--- src/rtl/count_ctrl.sv ---
// rtl/count_ctrl.sv - button sequencing controller for counter_16
// Produces registered inc/clr strobes from debounced buttons; MANUAL/RUN/PAUSE modes.
module count_ctrl #(
  parameter int PRESCALE = 100000,
  parameter int PW       = 24
) (
  input  logic       clk,
  input  logic       reset_n,
  input  logic       btn_inc,
  input  logic       btn_clr,
  input  logic       btn_mode,
  output logic       inc,
  output logic       clr,
  output logic [1:0] mode,
  output logic       running
);

  localparam logic [1:0]    S_MANUAL = 2'b00;
  localparam logic [1:0]    S_RUN    = 2'b01;
  localparam logic [1:0]    S_PAUSE  = 2'b10;
  localparam logic [PW-1:0] LAST     = PW'(PRESCALE - 1);

  logic          btn_inc_q, btn_clr_q, btn_mode_q;
  logic          inc_edge, clr_edge, mode_edge;
  logic          tick;
  logic [PW-1:0] presc, presc_nxt;
  logic [1:0]    mode_nxt;
  logic          inc_nxt;

  assign inc_edge  = btn_inc  & ~btn_inc_q;
  assign clr_edge  = btn_clr  & ~btn_clr_q;
  assign mode_edge = btn_mode & ~btn_mode_q;
  assign tick      = (mode == S_RUN) && (presc == LAST);

  // Increment decision uses the pre-transition mode; a clear edge drops it.
  assign inc_nxt = ~clr_edge & (tick | ((mode == S_MANUAL) & inc_edge));

  always_comb begin
    mode_nxt = mode;
    if (mode_edge) begin
      case (mode)
        S_MANUAL: mode_nxt = S_RUN;
        S_RUN:    mode_nxt = S_PAUSE;
        default:  mode_nxt = S_MANUAL;
      endcase
    end
  end

  always_comb begin
    presc_nxt = '0;
    if (!clr_edge && mode == S_RUN && !tick)
      presc_nxt = presc + 1'b1;
  end

  always_ff @(posedge clk or negedge reset_n) begin
    if (!reset_n) begin
      btn_inc_q  <= 1'b0;
      btn_clr_q  <= 1'b0;
      btn_mode_q <= 1'b0;
      presc      <= '0;
      mode       <= S_MANUAL;
      running    <= 1'b0;
      inc        <= 1'b0;
      clr        <= 1'b0;
    end else begin
      btn_inc_q  <= btn_inc;
      btn_clr_q  <= btn_clr;
      btn_mode_q <= btn_mode;
      presc      <= presc_nxt;
      mode       <= mode_nxt;
      running    <= (mode_nxt == S_RUN);
      inc        <= inc_nxt;
      clr        <= clr_edge;
    end
  end

endmodule

--- config.mk ---
export PLATFORM = sky130hd
export DESIGN_NAME = count_ctrl
export DESIGN_NICKNAME = d
export VERILOG_FILES = /design/src/rtl/count_ctrl.sv
export SDC_FILE = /design/constraint.sdc
export NUM_CORES = 1
export LEC_CHECK = 0
export CAP_MARGIN = 20
export CORE_MARGIN = 2
export CORE_UTILIZATION = 45
export CTS_CLUSTER_SIZE = 14
export DETAILED_ROUTE_END_ITERATION = 7
export PLACE_DENSITY = 0.6
export RECOVER_POWER = 25
export SLEW_MARGIN = 20
export SYNTH_ARGS = -nofsm -noshare
export SYNTH_HDL_FRONTEND = slang
export SYNTH_SLANG_ARGS = --single-unit
--- constraint.sdc ---
create_clock -name clk -period 2.79 [get_ports clk]
set_input_delay 0.558 -clock clk [delete_from_list [all_inputs] [get_ports clk]]
set_output_delay 0.558 -clock clk [all_outputs]
set_load 0.005 [all_outputs]
### Yosys cells after proc, flatten, opt, wreduce, memory -nomap -nowiden

Index checks and enable logic that the tools add are counted.

| operators by class | value |
|---|---|
| $add $sub $neg | 1 |
| reductions and logical operators | 6 |
| equality and inequality tests | 3 |
| mux-type cells | 3 |
| bitwise gates (word level) | 10 |

Operators by type and width:

| kind | count |
|---|---|
| $add A24 B1 Y24 const B | 1 |
| $eq A24 B17 Y1 const B | 1 |
| $mux W24 | 1 |
| $and A1 B1 Y1 | 5 |
| $eq A2 B1 Y1 const B | 2 |
| $not A1 Y1 | 4 |
| $pmux W2 S2 | 1 |
| $logic_and A1 B1 Y1 | 3 |
| $logic_not A1 Y1 | 2 |
| $logic_not A2 Y1 | 1 |
| $mux W2 | 1 |
| $or A1 B1 Y1 | 1 |

| word-level totals | value |
|---|---|
| output and inout bits | 5 |
| flip-flop bits (word level) | 32 |
| word-level logic and storage cells | 31 |
| input bits | 5 |

### Depth between registers and ports, before layout

| depth | value |
|---|---|
| word-level depth | 6 |
| mapped depth | 6 |
| mapped depth without buffers | 5 |

### Worst setup path before layout

No wires, ideal clock.

| path | value |
|---|---|
| kind | flip-flop to flip-flop |
| start point | register presc[0] |
| end point | register presc[10] |
| cell stages (with the launch flop) | 7 |
| slack | 1.032 ns |
| library setup time | 0.137 ns |
| arrival | 1.621 ns |
| required time | 2.653 ns |
| path through | dfrtp_1 -> ha_1 -> nand4_1 -> or3_1 -> nor2_2 -> buf_2 -> nor3_1 |

| between the ends | value |
|---|---|
| longest elaborated chain between the ends | 5 |
| elaborated cells on any way between the ends | 6 |
| those cells by class | add/sub: 1; eq/ne: 1; mux: 1; reduce/logical: 3 |

Ends and longest elaborated chain:

| element | RTL line | RTL |
|---|---|---|
| start: declaration | 26 | `logic [PW-1:0] presc, presc_nxt;` |
| start signal: assignment | 69 | `presc <= presc_nxt;` |
| parallel branches: the longest is 4 deep, another holds $add A24 B1 Y24 | - |  |
| $mux W24 * | 51 | `if (!clr_edge && mode == S_RUN && !tick)` |
| via presc_nxt[10] | 26 |  |

Mark *: on every way through the listed nets, which the timed path passes.

### Worst setup path after layout

| path | value |
|---|---|
| start point | register presc[0] |
| end point | register presc[11] |

The elaborated chain is that of the path after synthesis.

==> run_results.csv <==
group,metric,value,unit
critical_path,cp_num_buf_inv,1,
routing,drc,0,
sta,hold_viol,0,
critical_path,required,3010,ps
hold_path,hold_class,"flop to flop",
floorplan,die_y,63.38,microns
finish,stdcell_area,1802,sq um
finish,final_cell_mix,"32 x dfrtp_1, 23 x nor3_1, 12 x xnor2_1",
clock_tree,ctsHoldBuffers,0,
synth,ys_seq_area_share,50.47,%
place,gp_congestion,0.8106,
floorplan,die_w,63.38,microns
finish,nets,171,
clock_tree,root_buffer,"clkbuf_4",
finish,drive_gt1_share,10.24,%
clock_tree,cts_tree,"built",
critical_path,max_stage_delay,420,ps
synth,ys_seq_elements,32,
clock_tree,cts_post_setup_buffers_inserted,0,
power_and_ir_drop,power.leakage,0.7045,nW
sta,tightest_slew,566.9,ps
synth,syn_area,1587,sq um
power_and_ir_drop,comb_power_share,17.6,%
critical_path,cp-start-kind,"flop",
floorplan,dieArea,4016,sq um
clock_tree,clockBufferDepth,2,
synth,synth_edf_count,0,
critical_path,cp_max_fo,11,
power_and_ir_drop,p_per_area,588.1,nW/um^2
sta,post-route-period-util,70.70,%
finish,synthToLayoutAreaGrowth,13.56,%
routing,wire_per_inst,15.16,microns
sta,slew_headroom,61.89,%
clock_tree,cts_resized,0,
flow_run,cap_violations,0,
clock_tree,htree_levels,2,
floorplan,coreArea,3363,sq um
routing,drtPass1Iterations,4,
grt,gr-total-overflow,0,
critical_path,crit_family,"simple AND/OR/NAND/NOR gates",
power_and_ir_drop,switching_share,27.26,%
sta,finalMaxSlewViolations,0,
synth,yosys_warnings,0,
power_and_ir_drop,p_sw,0.0002888,W
power_and_ir_drop,power,0.001060,W
grt,grt_max_degree,33,
synth,synth_ff_type,"dfrtp_1",
synth,avgSynthCellArea,10.44,sq um
place,place_area,1725,sq um
sta,timing.setup.tns,0,ps
clock_tree,clk_pin_slew,100,ps
place,dpl.hpwl,2270,microns
critical_path,worstSetupEndpointType,"flop",
critical_path,crit_chain,"ha_1, nand4_1, or3_1, nor2_2, buf_4, nor3_1",
synth,synth.net_count,158,
sta,rsz0062_at_grt,"false",
sta,max_freq,507.0,MHz
routing,vias,1198,
floorplan,rows,21,
power_and_ir_drop,p_int,0.0007707,W
routing,finalWirelength,3214,microns
sta,setup_viol,0,
clock_tree,cts_inserted_buffers,5,
clock_tree,clk_latency,330,ps
grt,grt_pass1_wl,6051,microns
power_and_ir_drop,clockPowerShare,32.6,%
sta,skew,5.998,ps
critical_path,critical_path_arrival,2190,ps
power_and_ir_drop,seq_power_share,49.8,%
sta,min_period,1972,ps
power_and_ir_drop,ir_drop,0.0004739,V
sta,holdWs,462.9,ps
clock_tree,numClockSinks,32,
finish,antenna_cells,0,
grt,antenna_found_initial,0,
synth,netlist_instances,152,
status,outcome,"finished clean",
synth,async_flop_share,100.0,%
floorplan,boundaryPins,10,
routing,viasPerCell,5.651,
finish,final_common_cell,"dfrtp_1",
floorplan,start_util,47.17,%
critical_path,critPathKind,"flop to flop",
routing,postRouteAntennaNets,0,
routing,drt_iter0_drc,95,
grt,grt_pass1_vias,1296,
critical_path,crit_slowest_cell,"dfrtp_1",
synth,yosysUniqueCellTypes,36,
grt,grtUsageTotal,19.30,%
place,portBuffers,9,
## per-layer routing
layer | GRT usage, % | wire [microns] | vias up
li1 | - | - | 584
met1 | 25.17 | 1566 | 591
met2 | 30.26 | 1482 | 16
met3 | 5.893 | 104 | 7
met4 | 7.065 | 60 | 0
met5 | 0 | 0 | -
## through the flow
stage          std cells  utilization [%]  worst slack [ps]
2_1_floorplan        152                -              1032
3_3_place_gp         204            51.30             801.5
5_1_grt              212            53.57             637.4
6_report             212            53.57             817.6
3_5_place_dp         204            51.30             766.6
4_1_cts              212            53.57             822.7
## sequential cells by signal, indices dropped and copies added (netlist names)
register    count
btn_mode_q      1
btn_clr_q       1
btn_inc_q       1
running         1
clr             1
mode            2
inc             1
presc          24
## final cells by class
| cell class | instances | area (sq um) |
|---|---|---|
| Timing Repair Buffer | 12 | 112.6 |
| Fill cell | 353 | 1562 |
| Sequential cell | 32 | 800.8 |
| Multi-Input combinational cell | 111 | 743.2 |
| Clock buffer | 6 | 41.29 |
| Tap cell | 46 | 57.56 |
| Clock inverter | 2 | 35.03 |
| Inverter | 3 | 11.26 |
## cells in the mapped netlist (4+ instances only)
cell type / n / area [sq um]
a21oi_1: 4 / 20.02
clkbuf_1: 4 / 15.01
dfrtp_1: 32 / 800.8
mux2i_1: 4 / 40.04
nand2_1: 5 / 18.77
nand3_1: 10 / 50.05
nand4_1: 7 / 43.79
nor2_1: 4 / 15.01
nor3_1: 23 / 115.1
nor4_1: 7 / 43.79
xnor2_1: 12 / 105.1
## path summary, 6_finish.rpt
check | start | to | slack, ps | cells past startpoint
max | presc[0]$_DFF_PN0_ | presc[11]$_DFF_PN0_ | 820 | 6
min | btn_clr_q$_DFF_PN0_ | clr$_DFF_PN0_ | 460 | 1
max reg2reg | presc[0]$_DFF_PN0_ | presc[11]$_DFF_PN0_ | 820 | 6
min reg2reg | btn_clr_q$_DFF_PN0_ | clr$_DFF_PN0_ | 460 | 1
max in group asynchronous | reset_n | presc[6]$_DFF_PN0_ | 1820 | 2
min in group asynchronous | reset_n | presc[23]$_DFF_PN0_ | 670 | 2
## worst register-to-register path, cell delays in order, from the launching register on
cell and delay [ps]:
dfrtp_1 420, ha_1 290, nand4_1 110, or3_1 350, nor2_2 360, buf_4 260, nor3_1 70
## cells by family after synthesis
logic type                 count (synthesis)  synth area share, %
AOI/OAI and AO/OA                         11                4.495
and+or+nand+nor                           79                30.05
adders and majority gates                  1               0.7885
buffers and inverters                      9                2.681
muxes                                      5                3.233
DFF                                       32                50.47
xor gates and xnor gates                  15                8.281
## power by group through the flow
stage / clock network (W) / registers [W] / logic (W)
floorplan: 0 / 0.000535 / 0.0000898
detailed placement: 0 / 0.000536 / 0.000191
global placement: 0 / 0.000534 / 0.000184
global route: 0.000386 / 0.000534 / 0.000210
finish: 0.000346 / 0.000527 / 0.000187
CTS: 0.000354 / 0.000527 / 0.000194
No activity file was read; power rests on OpenSTA's default activity.
==> RTL edit 1, RTL diff (same flow settings) <==
Change the parameter `PW` from 24 to 48.
--- a/src/rtl/count_ctrl.sv
+++ b/src/rtl/count_ctrl.sv
@@ -2,7 +2,7 @@
 // Produces registered inc/clr strobes from debounced buttons; MANUAL/RUN/PAUSE modes.
 module count_ctrl #(
   parameter int PRESCALE = 100000,
-  parameter int PW       = 24
+  parameter int PW       = 48
 ) (
   input  logic       clk,
   input  logic       reset_n,
Check against the original RTL: same outputs for any inputs over 10 cycles, from zero or initial values and one cycle with reset_n low; that may be too few to reach the edited logic, so the function may still have changed.
==> RTL edit 1 against the unedited design <==
  * The run now ends with capacitance limit, slew limit left
  * Synthesized area increased by 78%
  * Clock skew is 0.0023 ns higher
  * Final area grew 72%
  * Critical path depth did not move
  * Sequential cell count up 24
  * Wire length increased by 75%
  * Final cell count grew 79%
  * First-iteration DRC count is 25% higher
  * Power increased by 50%
  * Fmax is 21% lower
  * Worst setup slack worse by 0.52 ns
  * Critical endpoint is now presc[46]
==> RTL edit 1: results (changes against the unedited design) <==
| Metric | Value |
|---|---|
| Leading cell types by total area after synthesis | `dfrtp_1, xor2_1, nor2_1 (was dfrtp_1, nor3_1, xnor2_1)` |
| Worst Hold Slack | `0.434 ns (was 0.463 ns)` |
| Post-Place Setup Slack | `0.176 ns (was 0.767 ns)` |
| Worst slew margin relative to its limit | `-0.0158 (was 0.619)` |
| Met3 routed wirelength | `125 µm (was 104 µm)` |
| Number of max-cap violations | `1 (was 0)` |
| Met1 wire length | `2790 µm (was 1570 µm)` |
| Placed Cells incl. Taps | `372 (was 204)` |
| Final nets | `310 (was 171)` |
| Master cell of the clock root buffer | `clkbuf_8 (was clkbuf_4)` |
| Post-detailed-route wirelength per cell | `14.8 µm (was 15.2 µm)` |
| Gate Count Post-Synth | `292 (was 152)` |
| Area of placed instances | `0.00300 mm² (was 0.00173 mm²)` |
| Clock latency reported for the late side of the worst-skew pair | `0.29 ns (was 0.33 ns)` |
| Violated checks | `capacitance limit, slew limit` |
| Global routing usage summed across all routing layers | `0.175 (was 0.193)` |
| Maximum cell stage delay along the critical path | `0.55 ns (was 0.42 ns)` |
| Largest net degree at the start of global routing | `39 (was 33)` |
| Skew final | `0.00826 ns (was 0.00600 ns)` |
| Pins over their slew limit | `28 (was 0)` |
| Vias in the first global route | `2,120 (was 1,296)` |
| First DRT Iteration DRCs | `119 (was 95)` |
| Avg Vias per Cell | `5.69 (was 5.65)` |
| CP Data Arrival Time | `2.71 ns (was 2.19 ns)` |
| Leading post-synthesis cells by instance count | `dfrtp_1, nor2_1, nand2_1, xor2_1, nand3_1 (was dfrtp_1, nor3_1, xnor2_1, nand3_1)` |
| Area taken by flip-flops and latches | `0.00140 mm² (was 801 µm²)` |
| Routed wl met2 | `2650 µm (was 1480 µm)` |
| Critical register-to-register path endpoint | `presc[46] (was presc[11])` |
| Status | `finished with violations (was finished clean)` |
| Filler cell count in the final layout | `564 (was 353)` |
| Cell with the largest stage delay on the worst path | `or4_1 (was dfrtp_1)` |
| Detailed Place HPWL | `4010 µm (was 2270 µm)` |
| Post-synthesis cell type count | `32 (was 36)` |
| Worst supply voltage drop on vdd | `0.300 mV (was 0.474 mV)` |
[RTL edit 1: cell types whose count changed after synthesis, sizes merged, moves of 6 or more]
cell,change
nand3,+8
nor2,+38
nand4,+9
nand2,+16
or3,+6
or4,+11
o31ai,+7
xor2,+16
dfrtp,+24
o21ai,+7
nor3,-17
a21oi,+10
inv,+6
[RTL edit 1: power breakdown]
| group | total [mW] | internal, mW | switching (mW) |
|---|---|---|---|
| Combinational | 0.255 | 0.101 | 0.153 |
| Sequential | 0.878 | 0.846 | 0.0312 |
| Clock | 0.462 | 0.222 | 0.240 |
| Total | 1.59 | 1.17 | 0.425 |
[RTL edit 1: critical path: cells and delay by family, from the launching register on]
| kind | cells | cell delay (ns) |
|---|---|---|
| adder cells (fa/ha/maj) | 1 | 0.23 |
| flip-flops | 1 | 0.40 |
| AO/OA/AOI/OAI | 1 | 0.17 |
| AND/OR/NAND/NOR | 4 | 1.62 |
[RTL edit 1: cells by family after synthesis]
logic type      after synthesis  synth area share
mux                           1           0.00400
flops                        56             0.498
buf+inv                      19            0.0346
fa+ha+maj                     1           0.00444
xor+xnor                     32            0.0995
simple gates                153             0.300
compound gates               30            0.0600
[RTL edit 1: per-layer routing]
| metal | vias up | GRT usage |
|---|---|---|
| met3 | 4 | 0.0318 |
| met4 | 0 | 0.0537 |
| li1 | 1062 | - |
| met5 | - | 0 |
| met1 | 1074 | 0.245 |
| met2 | 17 | 0.279 |
[RTL edit 1: repair_timing]
item / CTS / global route
setup endpoints to repair: 0 / 6
buffers inserted: 0 / 0
resized for setup: 0 / 1
[RTL edit 1: cell type report]
class | instances | area share
Sequential cell | 56 | 0.452
Inverter | 9 | 0.0109
Clock buffer | 7 | 0.0311
Multi-Input combinational cell | 217 | 0.426
Tap cell | 75 | 0.0303
Timing Repair Buffer | 15 | 0.0496
==> RTL edit 2, RTL diff (same settings) <==
Without the edit above. Add an input register stage for `btn_inc`, `btn_clr` and `btn_mode`, with the module's reset; this delays them by one clock.
--- a/src/rtl/count_ctrl.sv
+++ b/src/rtl/count_ctrl.sv
@@ -20,6 +20,22 @@
   localparam logic [1:0]    S_PAUSE  = 2'b10;
   localparam logic [PW-1:0] LAST     = PW'(PRESCALE - 1);
 
+  logic btn_inc_r;
+  logic btn_clr_r;
+  logic btn_mode_r;
+
+  always_ff @(posedge clk or negedge reset_n) begin
+    if (!reset_n) begin
+      btn_inc_r  <= '0;
+      btn_clr_r  <= '0;
+      btn_mode_r <= '0;
+    end else begin
+      btn_inc_r  <= btn_inc;
+      btn_clr_r  <= btn_clr;
+      btn_mode_r <= btn_mode;
+    end
+  end
+
   logic          btn_inc_q, btn_clr_q, btn_mode_q;
   logic          inc_edge, clr_edge, mode_edge;
   logic          tick;
@@ -27,9 +43,9 @@
   logic [1:0]    mode_nxt;
   logic          inc_nxt;
 
-  assign inc_edge  = btn_inc  & ~btn_inc_q;
-  assign clr_edge  = btn_clr  & ~btn_clr_q;
-  assign mode_edge = btn_mode & ~btn_mode_q;
+  assign inc_edge  = btn_inc_r & ~btn_inc_q;
+  assign clr_edge  = btn_clr_r & ~btn_clr_q;
+  assign mode_edge = btn_mode_r & ~btn_mode_q;
   assign tick      = (mode == S_RUN) && (presc == LAST);
 
   // Increment decision uses the pre-transition mode; a clear edge drops it.
@@ -63,9 +79,9 @@
       inc        <= 1'b0;
       clr        <= 1'b0;
     end else begin
-      btn_inc_q  <= btn_inc;
-      btn_clr_q  <= btn_clr;
-      btn_mode_q <= btn_mode;
+      btn_inc_q  <= btn_inc_r;
+      btn_clr_q  <= btn_clr_r;
+      btn_mode_q <= btn_mode_r;
       presc      <= presc_nxt;
       mode       <= mode_nxt;
       running    <= (mode_nxt == S_RUN);
Function: changed (a bounded check fails within 4 cycles, from zero or initial values and one cycle with reset_n low).
==> RTL edit 2 against the unedited design <==
  * Worst hold slack worse by 0.082 ns
  * Sequential cell count increased by 3
  * Sequential power increased by 9.3%
  * Final area is 4.2% higher
  * Worst setup slack better by 0.0010 ns
  * Synthesized area is 3.1% higher
  * Power up 11%
  * Via count up 0.17%
  * Wire length is 0.62% lower
  * Critical path type unchanged
  * Largest power group unchanged
  * Highest routed layer unchanged
==> RTL edit 2: results (changes against the unedited design) <==
| Metric | Value |
|---|---|
| Status | `finished clean (unchanged)` |
| Worst slew margin relative to its limit | `0.563 (was 0.619)` |
| Skew final | `0.00951 ns (was 0.00600 ns)` |
| Largest fanout on the critical path | `5 (was 11)` |
| RD Place Congestion | `0.818 (was 0.811)` |
| Avg Vias per Cell | `5.50 (was 5.65)` |
| Fraction of layout instances using a drive strength above 1 | `0.110 (was 0.102)` |
| Filler cell count in the final layout | `305 (was 353)` |
| Global-route met2 utilization | `0.285 (was 0.303)` |
| Clock latency reported for the late side of the worst-skew pair | `0.35 ns (was 0.33 ns)` |
| Met3 routed wirelength | `137 µm (was 104 µm)` |
| Post-synthesis cell type count | `35 (was 36)` |
| Synthesized netlist net count | `162 (was 158)` |
| Detailed Place HPWL | `2230 µm (was 2270 µm)` |
| Register area share after synthesis | `0.536 (was 0.505)` |
| Min-Delay Path Depth | `0 (was 1)` |
| Leading post-synthesis cells by instance count | `dfrtp_1, nor2_1, xnor2_1, nor4_1 (was dfrtp_1, nor3_1, xnor2_1, nand3_1)` |
| Hold/Removal Path Class | `flop to flop (unchanged)` |
| Worst supply voltage drop on vdd | `0.347 mV (was 0.474 mV)` |
| First-pass GRT wire length | `5780 µm (was 6050 µm)` |
| First DRT Iteration DRCs | `66 (was 95)` |
| Largest net degree at the start of global routing | `36 (was 33)` |
| Post-detailed-route wirelength per cell | `14.7 µm (was 15.2 µm)` |
| Logic depth of the worst register-to-register path | `5 (was 6)` |
| Net switching power | `0.315 mW (was 0.289 mW)` |
| Leading cell types by total area after synthesis | `dfrtp_1, xnor2_1, nor2_1 (was dfrtp_1, nor3_1, xnor2_1)` |
| Routed wl met2 | `1510 µm (was 1480 µm)` |
| Met1 wire length | `1500 µm (was 1570 µm)` |
| CP Data Arrival Time | `2.23 ns (was 2.19 ns)` |
| Resized cells post-CTS | `0 (unchanged)` |
| Reported leakage power | `0.749 nW (was 0.705 nW)` |
| Met1 capacity usage during global routing | `0.235 (was 0.252)` |
| Vias in the first global route | `1,201 (was 1,296)` |
| Gate Count Post-Synth | `156 (was 152)` |
| Final nets | `177 (was 171)` |
| Global routing usage summed across all routing layers | `0.185 (was 0.193)` |
| Met3 routing resource usage after global routing | `0.0634 (was 0.0589)` |
| Startpoint of the worst hold path | `btn_mode_r (was btn_clr_q)` |
==> RTL edit 2: path summary, 6_finish.rpt <==
path	to	slack, ns
setup / recovery	presc[20]	0.82
hold reg to reg	btn_mode_q	0.38
max in group asynchronous	presc[23]	1.80
hold / removal	btn_mode_q	0.38
setup reg to reg	presc[20]	0.82
min in group asynchronous	presc[2]	0.67
==> RTL edit 2: cell type report <==
type,instances,area share
sequential,35,0.467
multi-input combinational,113,0.387
timing repair buffer,12,0.0600
tap,46,0.0307
clock buffer,6,0.0273
clock inverter,2,0.0207
inverter,4,0.00800
==> RTL edit 2: kinds of logic (layout without fill, tap and decap cells) <==
kind of cell | after synthesis | after routing | synth area share
compound gates | 14 | 14 | 0.0589
xor+xnor | 15 | 15 | 0.0803
fa+ha+maj | 1 | 1 | 0.00765
buf+inv | 8 | 24 | 0.0207
flops | 35 | 35 | 0.536
mux | 4 | 4 | 0.0260
simple gates | 79 | 79 | 0.271
==> RTL edit 2: critical path, cell delays in order (launching register included) <==
cell and delay [ns]:
dfrtp_1 0.42, ha_1 0.25, nand4_1 0.21, nor4_1 0.64, mux2i_1 0.16, nor3b_1 0.20
==> RTL edit 2: power groups by stage <==
stage | combinational (mW) | clock, mW | sequential, mW
floorplan | 0.0990 | 0 | 0.583
global placement | 0.200 | 0 | 0.583
detailed placement | 0.201 | 0 | 0.586
CTS | 0.202 | 0.411 | 0.577
global route | 0.220 | 0.433 | 0.585
finish | 0.197 | 0.399 | 0.576
==> RTL edit 2: through the flow <==
stage | area, µm² | setup slack (ns) | instances
3_3_place_gp | 1790 | 0.959 | 210
5_1_grt | 1880 | 0.598 | 218
6_report | 1880 | 0.819 | 218
4_1_cts | 1880 | 0.821 | 218
3_5_place_dp | 1790 | 0.861 | 210
2_1_floorplan | 1640 | 1.07 | 156
